`src/rtl/lcd_bus_decoder_if.sv`:
```
// 8080-style LCD write bus: active-low write strobe, data/command select, 8-bit data.
interface lcd_bus_decoder_if;
  logic       wr;
  logic       dcx;
  logic [7:0] D;

  modport master (output wr, output dcx, output D);
  modport slave  (input  wr, input  dcx, input  D);
endinterface

```
`src/rtl/lcd_bus_decoder.sv`:
```
// Receive side of the 8080 LCD write bus: decodes an ILI9341 command subset into
// window registers, panel flags and a pixel stream tagged with absolute coordinates.
module lcd_bus_decoder #(
  parameter int unsigned COORD_W = 9,
  parameter int unsigned MAX_X   = 319,
  parameter int unsigned MAX_Y   = 239
) (
  input  logic                 clk,
  input  logic                 rst,
  lcd_bus_decoder_if.slave     bus,
  output logic                 pix_valid,
  output logic [COORD_W-1:0]   pix_x,
  output logic [COORD_W-1:0]   pix_y,
  output logic [15:0]          pix_rgb,
  output logic                 frame_done,
  output logic                 disp_on,
  output logic                 sleep_out,
  output logic                 win_err
);

  localparam logic [7:0] CMD_SWRESET = 8'h01;
  localparam logic [7:0] CMD_SLPIN   = 8'h10;
  localparam logic [7:0] CMD_SLPOUT  = 8'h11;
  localparam logic [7:0] CMD_DISPOFF = 8'h28;
  localparam logic [7:0] CMD_DISPON  = 8'h29;
  localparam logic [7:0] CMD_CASET   = 8'h2A;
  localparam logic [7:0] CMD_PASET   = 8'h2B;
  localparam logic [7:0] CMD_RAMWR   = 8'h2C;

  localparam logic [COORD_W-1:0] MAX_X_C = COORD_W'(MAX_X);
  localparam logic [COORD_W-1:0] MAX_Y_C = COORD_W'(MAX_Y);

  typedef enum logic [2:0] {
    ST_IDLE,
    ST_CASET,
    ST_PASET,
    ST_RAMWR,
    ST_SKIP
  } state_t;

  state_t               state_q, state_d;
  logic                 wr_q;
  logic [1:0]           byte_cnt_q, byte_cnt_d;
  logic [23:0]          param_q, param_d;
  logic [7:0]           rgb_hi_q, rgb_hi_d;
  logic [COORD_W-1:0]   sc_q, sc_d, ec_q, ec_d, sp_q, sp_d, ep_q, ep_d;
  logic [COORD_W-1:0]   cur_x_q, cur_x_d, cur_y_q, cur_y_d;
  logic                 pix_valid_q, pix_valid_d;
  logic [COORD_W-1:0]   pix_x_q, pix_x_d, pix_y_q, pix_y_d;
  logic [15:0]          pix_rgb_q, pix_rgb_d;
  logic                 frame_done_q, frame_done_d;
  logic                 disp_on_q, disp_on_d;
  logic                 sleep_out_q, sleep_out_d;
  logic                 win_err_q, win_err_d;

  logic                 byte_ev;
  logic [COORD_W-1:0]   start_v, end_v, max_v;

  assign byte_ev = bus.wr & ~wr_q;

  // Candidate window on the 4th CASET/PASET parameter byte.
  assign start_v = COORD_W'(param_q[23:8]);
  assign end_v   = COORD_W'({param_q[7:0], bus.D});
  assign max_v   = (state_q == ST_CASET) ? MAX_X_C : MAX_Y_C;

  always_comb begin
    state_d      = state_q;
    byte_cnt_d   = byte_cnt_q;
    param_d      = param_q;
    rgb_hi_d     = rgb_hi_q;
    sc_d         = sc_q;
    ec_d         = ec_q;
    sp_d         = sp_q;
    ep_d         = ep_q;
    cur_x_d      = cur_x_q;
    cur_y_d      = cur_y_q;
    pix_valid_d  = 1'b0;
    pix_x_d      = pix_x_q;
    pix_y_d      = pix_y_q;
    pix_rgb_d    = pix_rgb_q;
    frame_done_d = 1'b0;
    disp_on_d    = disp_on_q;
    sleep_out_d  = sleep_out_q;
    win_err_d    = 1'b0;

    if (byte_ev && !bus.dcx) begin
      // A command byte always aborts whatever sequence was in progress.
      byte_cnt_d = 2'd0;
      state_d    = ST_IDLE;
      unique case (bus.D)
        CMD_SWRESET: begin
          disp_on_d   = 1'b0;
          sleep_out_d = 1'b0;
        end
        CMD_SLPIN:   sleep_out_d = 1'b0;
        CMD_SLPOUT:  sleep_out_d = 1'b1;
        CMD_DISPOFF: disp_on_d   = 1'b0;
        CMD_DISPON:  disp_on_d   = 1'b1;
        CMD_CASET:   state_d     = ST_CASET;
        CMD_PASET:   state_d     = ST_PASET;
        CMD_RAMWR: begin
          state_d = ST_RAMWR;
          cur_x_d = sc_q;
          cur_y_d = sp_q;
        end
        default:     state_d     = ST_SKIP;
      endcase
    end else if (byte_ev) begin
      unique case (state_q)
        ST_CASET, ST_PASET: begin
          if (byte_cnt_q != 2'd3) begin
            param_d    = {param_q[15:0], bus.D};
            byte_cnt_d = 2'(byte_cnt_q + 2'd1);
          end else begin
            byte_cnt_d = 2'd0;
            state_d    = ST_IDLE;
            if ((start_v > end_v) || (end_v > max_v)) begin
              win_err_d = 1'b1;
            end else if (state_q == ST_CASET) begin
              sc_d = start_v;
              ec_d = end_v;
            end else begin
              sp_d = start_v;
              ep_d = end_v;
            end
          end
        end
        ST_RAMWR: begin
          if (!byte_cnt_q[0]) begin
            rgb_hi_d   = bus.D;
            byte_cnt_d = 2'd1;
          end else begin
            byte_cnt_d  = 2'd0;
            pix_valid_d = 1'b1;
            pix_x_d     = cur_x_q;
            pix_y_d     = cur_y_q;
            pix_rgb_d   = {rgb_hi_q, bus.D};
            // Raster advance; the last window pixel wraps back to the origin.
            if (cur_x_q < ec_q) begin
              cur_x_d = COORD_W'(cur_x_q + 1'b1);
            end else if (cur_y_q < ep_q) begin
              cur_x_d = sc_q;
              cur_y_d = COORD_W'(cur_y_q + 1'b1);
            end else begin
              frame_done_d = 1'b1;
              cur_x_d      = sc_q;
              cur_y_d      = sp_q;
            end
          end
        end
        default: ;
      endcase
    end
  end

  always_ff @(posedge clk) begin
    wr_q <= bus.wr;
    if (rst) begin
      state_q      <= ST_IDLE;
      byte_cnt_q   <= 2'd0;
      param_q      <= 24'd0;
      rgb_hi_q     <= 8'd0;
      sc_q         <= '0;
      ec_q         <= MAX_X_C;
      sp_q         <= '0;
      ep_q         <= MAX_Y_C;
      cur_x_q      <= '0;
      cur_y_q      <= '0;
      pix_valid_q  <= 1'b0;
      pix_x_q      <= '0;
      pix_y_q      <= '0;
      pix_rgb_q    <= 16'd0;
      frame_done_q <= 1'b0;
      disp_on_q    <= 1'b0;
      sleep_out_q  <= 1'b0;
      win_err_q    <= 1'b0;
    end else begin
      state_q      <= state_d;
      byte_cnt_q   <= byte_cnt_d;
      param_q      <= param_d;
      rgb_hi_q     <= rgb_hi_d;
      sc_q         <= sc_d;
      ec_q         <= ec_d;
      sp_q         <= sp_d;
      ep_q         <= ep_d;
      cur_x_q      <= cur_x_d;
      cur_y_q      <= cur_y_d;
      pix_valid_q  <= pix_valid_d;
      pix_x_q      <= pix_x_d;
      pix_y_q      <= pix_y_d;
      pix_rgb_q    <= pix_rgb_d;
      frame_done_q <= frame_done_d;
      disp_on_q    <= disp_on_d;
      sleep_out_q  <= sleep_out_d;
      win_err_q    <= win_err_d;
    end
  end

  assign pix_valid  = pix_valid_q;
  assign pix_x      = pix_x_q;
  assign pix_y      = pix_y_q;
  assign pix_rgb    = pix_rgb_q;
  assign frame_done = frame_done_q;
  assign disp_on    = disp_on_q;
  assign sleep_out  = sleep_out_q;
  assign win_err    = win_err_q;

endmodule

```
`src/flat_wrapper.sv`:
```
// flat-port wrapper written by rule: the top's interface ports become plain ports
module lcd_bus_decoder_flat 
#(
  parameter int unsigned COORD_W = 9,
  parameter int unsigned MAX_X   = 319,
  parameter int unsigned MAX_Y   = 239
)
  (clk, rst, pix_valid, pix_x, pix_y, pix_rgb, frame_done, disp_on, sleep_out, win_err, bus_wr, bus_dcx, bus_D);
  lcd_bus_decoder_if bus_i ();
  input  logic clk;
  input  logic rst;
  output logic pix_valid;
  output logic [COORD_W-1:0] pix_x;
  output logic [COORD_W-1:0] pix_y;
  output logic [15:0] pix_rgb;
  output logic frame_done;
  output logic disp_on;
  output logic sleep_out;
  output logic win_err;
  input wire logic [$bits(bus_i.wr)-1:0] bus_wr;
  input wire logic [$bits(bus_i.dcx)-1:0] bus_dcx;
  input wire logic [$bits(bus_i.D)-1:0] bus_D;
  assign bus_i.wr = bus_wr;
  assign bus_i.dcx = bus_dcx;
  assign bus_i.D = bus_D;
  lcd_bus_decoder #(.COORD_W(COORD_W), .MAX_X(MAX_X), .MAX_Y(MAX_Y)) u_core (.clk(clk), .rst(rst), .bus(bus_i), .pix_valid(pix_valid), .pix_x(pix_x), .pix_y(pix_y), .pix_rgb(pix_rgb), .frame_done(frame_done), .disp_on(disp_on), .sleep_out(sleep_out), .win_err(win_err));
endmodule
```
`config.mk`:
```
export PLATFORM = sky130hd
export DESIGN_NAME = lcd_bus_decoder_flat
export DESIGN_NICKNAME = d
export VERILOG_FILES = /design/src/rtl/lcd_bus_decoder_if.sv /design/src/rtl/lcd_bus_decoder.sv /design/src/flat_wrapper.sv
export SDC_FILE = /design/constraint.sdc
export NUM_CORES = 1
export LEC_CHECK = 0
export CORE_ASPECT_RATIO = 1.75
export CORE_UTILIZATION = 54
export CTS_CLUSTER_SIZE = 8
export DETAILED_ROUTE_END_ITERATION = 8
export GPL_ROUTABILITY_DRIVEN = 1
export MAX_ROUTING_LAYER = met4
export PLACE_DENSITY = 0.85
export SLEW_MARGIN = 10
export SYNTH_ARGS = -nofsm -noshare
export SYNTH_HDL_FRONTEND = slang
export SYNTH_SLANG_ARGS = --single-unit
```
`constraint.sdc`:
```
create_clock -name clk -period 3.9 [get_ports clk]
set_clock_uncertainty 0.1 [all_clocks]
set_input_delay 0.975 -clock clk [delete_from_list [all_inputs] [get_ports clk]]
set_output_delay 0.975 -clock clk [all_outputs]
set_load 0.005 [all_outputs]
```
==> run metrics <==
register area share after synthesis 0.4195; Final #Nets 786; average cell area after synthesis 8.528 µm²; # fillers ~810; First DRT Iteration DRCs roughly 360; Layout area overhead 21.95%; CP Launch Type primary input; Data arrival, critical path 3.47 ns; post-route cell area roughly 7200 µm²; layout cells sized above 1 0.09947; Synth Area in XOR/XNOR 0.005920; f_max 303.8 MHz; Reg clk slew, reported paths 0.05 ns; First-pass DRT Iterations 6; maximum VDD drop 0.0003750 V; total power 2.983 mW; Syn Inst Count between 600 and 700; setup TNS 0 ns; worst min-delay path startpoint u_core.pix_y[5]$_SDFFE_PP0P_; via count 5200; input/output buffers 50; RSZ-0062 raised after global routing no; core area 10700 µm²; main combinational cell family by area after synthesis simple AND/OR/NAND/NOR gates; Max-Cap Viols 0; Req. time, crit path 4.08 ns; endpoints failing setup 0; Top Ports 51; global route overflow 0; largest net degree at the start of global routing 62; synth unique cells 52; initial antenna violation count 0; Hold Path Class reg -> reg; Skew-Pair Late Insertion Delay 0.42 ns; status completed; Leakage 2.800 nW; overall routed net length approximately 15000 µm; FP Rows 50; synth top area cells dfxtp_1 (42%), mux2i_1 (12%), ha_1 (6.8%), nand2_1 (6.0%), a21oi_1 (5.0%); Post-CTS Setup Inserts 0; Final ANT Viol Nets 0; number of synthesized flops with an enable pin 0; CTS tree built; first-pass GRT wire length between 20000 and 25000 µm; Die ar. 11400 µm²; post-synthesis mux area share 0.1167; synth warn 0; fin crit share 0.8441; Final Max Tran Viols 0; antenna cells 0; area share of the leading cell type in the synthesized netlist 0.4195; kind of critical path in -> reg; Critical Path Source bus_wr; Simple-Gate Fraction of Synth Area 0.2216; number of global-route vias before repair 5129; Post-Synth Adder-Cell Area 0.06934; post-synth net total 738; Die Width 81.14 µm; FF-to-FF Start u_core.state_q[0]$_SDFFE_PP0P_; post-synthesis cell area 5918 µm²; FF+latch area ~2500 µm²; CTS hold repair buffers 0; DP Worst Slack 0.2096 ns; Initial Util 0.5532; multi-input logic area 3131 µm²; GPL Wtd Cong 0.9369; compound-gate portion of the synthesized area 0.1127; #FFs+latches synth ~120; Top FF cell, synth dfxtp_1; Synth async-reset ratio 0; Final WS setup 0.6080 ns; DRC errors left 0; Worst Max-Slew Pin Slew about 0.76 ns; post-cts sizing count 0; H-tree depth 4; minimum clock period after layout 3.292 ns; Clock Tree Buf Depth 2; worst-path fanout max 13; kind of end point of the critical path flip-flop; max_slew headroom 0.4955; CTS Sinks 124; cts bufs inserted 17; die height 140.5 µm; Vias/cell just under 6; final core occ 0.6746; area leader, netlist dfxtp_1; Routed WL per cell 17.40 µm; DPL Wire Length 11040 µm; Overall Global Routing Usage 0.2923; Hold Violations, Final 0; Clock Tree Root clkbuf_16; Power Density 413.3 nW/µm²; Cell Area, Placed 6616 µm²
metrics by stage:
stage	hold WS, ns	std cells
2_1_floorplan	0.3312	694
3_3_place_gp	0.3416	853
3_5_place_dp	0.3478	853
4_1_cts	0.3551	884
5_1_grt	0.3707	884
6_report	0.3509	884
cells in the mapped netlist (2+ instances only):
cell type	number
a211oi_1	5
a21oi_1	59
a311oi_1	2
a31oi_1	10
and2_1	3
and3_1	3
buf_2	8
clkbuf_1	38
dfxtp_1	124
ha_1	32
inv_1	36
mux2i_1	69
nand2_1	95
nand2b_1	37
nand3_1	18
nand4_1	4
nor2_1	67
nor2b_1	4
nor3_1	8
nor4_1	4
nor4_2	2
o211ai_1	2
o21a_1	2
o21ai_0	11
o2bb2ai_1	2
o31ai_1	3
o32ai_1	7
or2_2	3
or3_1	7
or3b_2	5
xor2_1	3
sequential cells by signal, summed over array words and instances (netlist names), 2 cells and up:
register	cells
u_core.ec_q	9
u_core.pix_rgb	16
u_core.rgb_hi_q	8
u_core.param_q	17
u_core.pix_x	9
u_core.cur_x_q	9
u_core.ep_q	9
u_core.cur_y_q	9
u_core.state_q	3
u_core.sp_q	9
u_core.byte_cnt_q	2
u_core.sc_q	9
u_core.pix_y	9
kinds of logic after synthesis:
logic type,count (synthesis)
buffers and inverters,83
multiplexers,69
flip-flops,124
AO/OA/AOI/OAI,111
AND/OR/NAND/NOR,270
XOR/XNOR,4
adder cells (fa/ha/maj),33
worst paths after layout:
kind / end / slack [ns] / depth (start not counted)
setup reg to reg: u_core.ep_q[3]$_SDFFE_PP1P_ / 0.76 / 6
hold / removal: u_core.pix_y[5]$_SDFFE_PP0P_ / 0.35 / 2
setup / recovery: u_core.ep_q[3]$_SDFFE_PP1P_ / 0.61 / 6
hold reg to reg: u_core.pix_y[5]$_SDFFE_PP0P_ / 0.35 / 2
critical path, cell delays in order:
cell and delay [ns]:
clkdlybuf4s50_1 0.54, nor3b_1 0.40, nand3_1 0.19, or3b_2 0.49, or3_1 0.65, mux2i_1 0.22
per-layer routing:
layer	routed length, µm	share of wire	vias up	GRT usage
li1	-	-	2466	-
met1	5727	0.37	2476	0.2891
met2	8082	0.53	187	0.4971
met3	625	0.041	71	0.05081
met4	950	0.062	0	0.2124
met5	0	0	-	-
area by class of cell:
class,instances,area share
Multi-Input combinational cell,487,0.4338
Sequential cell,124,0.3440
Timing Repair Buffer,76,0.09778
Clock buffer,20,0.06328
Tap cell,130,0.02254
Clock inverter,11,0.01994
Inverter,36,0.01872
power breakdown:
group | switching (mW) | internal (mW)
clock network | 0.568 | 1.03
registers | 0.00576 | 1.27
logic | 0.0685 | 0.0404
total | 0.642 | 2.34
layout by cell type (no fill, tap or decap), types with 3 or more instances in the layout:
master and n:
nand3_1 18, mux2i_1 69, or3b_2 5, a31oi_1 10
nand2_1 95, nand4_1 4, clkinv_2 3, nor2_1 67
ha_1 32, buf_4 26, nor4_1 3, nor4_2 3
and3_1 3, clkinvlp_4 4, xor2_1 3, or3_1 7
a21oi_1 59, clkdlybuf4s50_1 49, inv_1 36, nor2b_1 4
clkbuf_16 17, nor3_2 3, and2_1 3, o32ai_1 7
nand2b_1 37, or2_2 3, a211oi_1 5, bufinv_16 3
nor3_1 6, dfxtp_1 124, o21ai_0 11, o31ai_1 3
No activity file was read; power rests on OpenSTA's default activity.
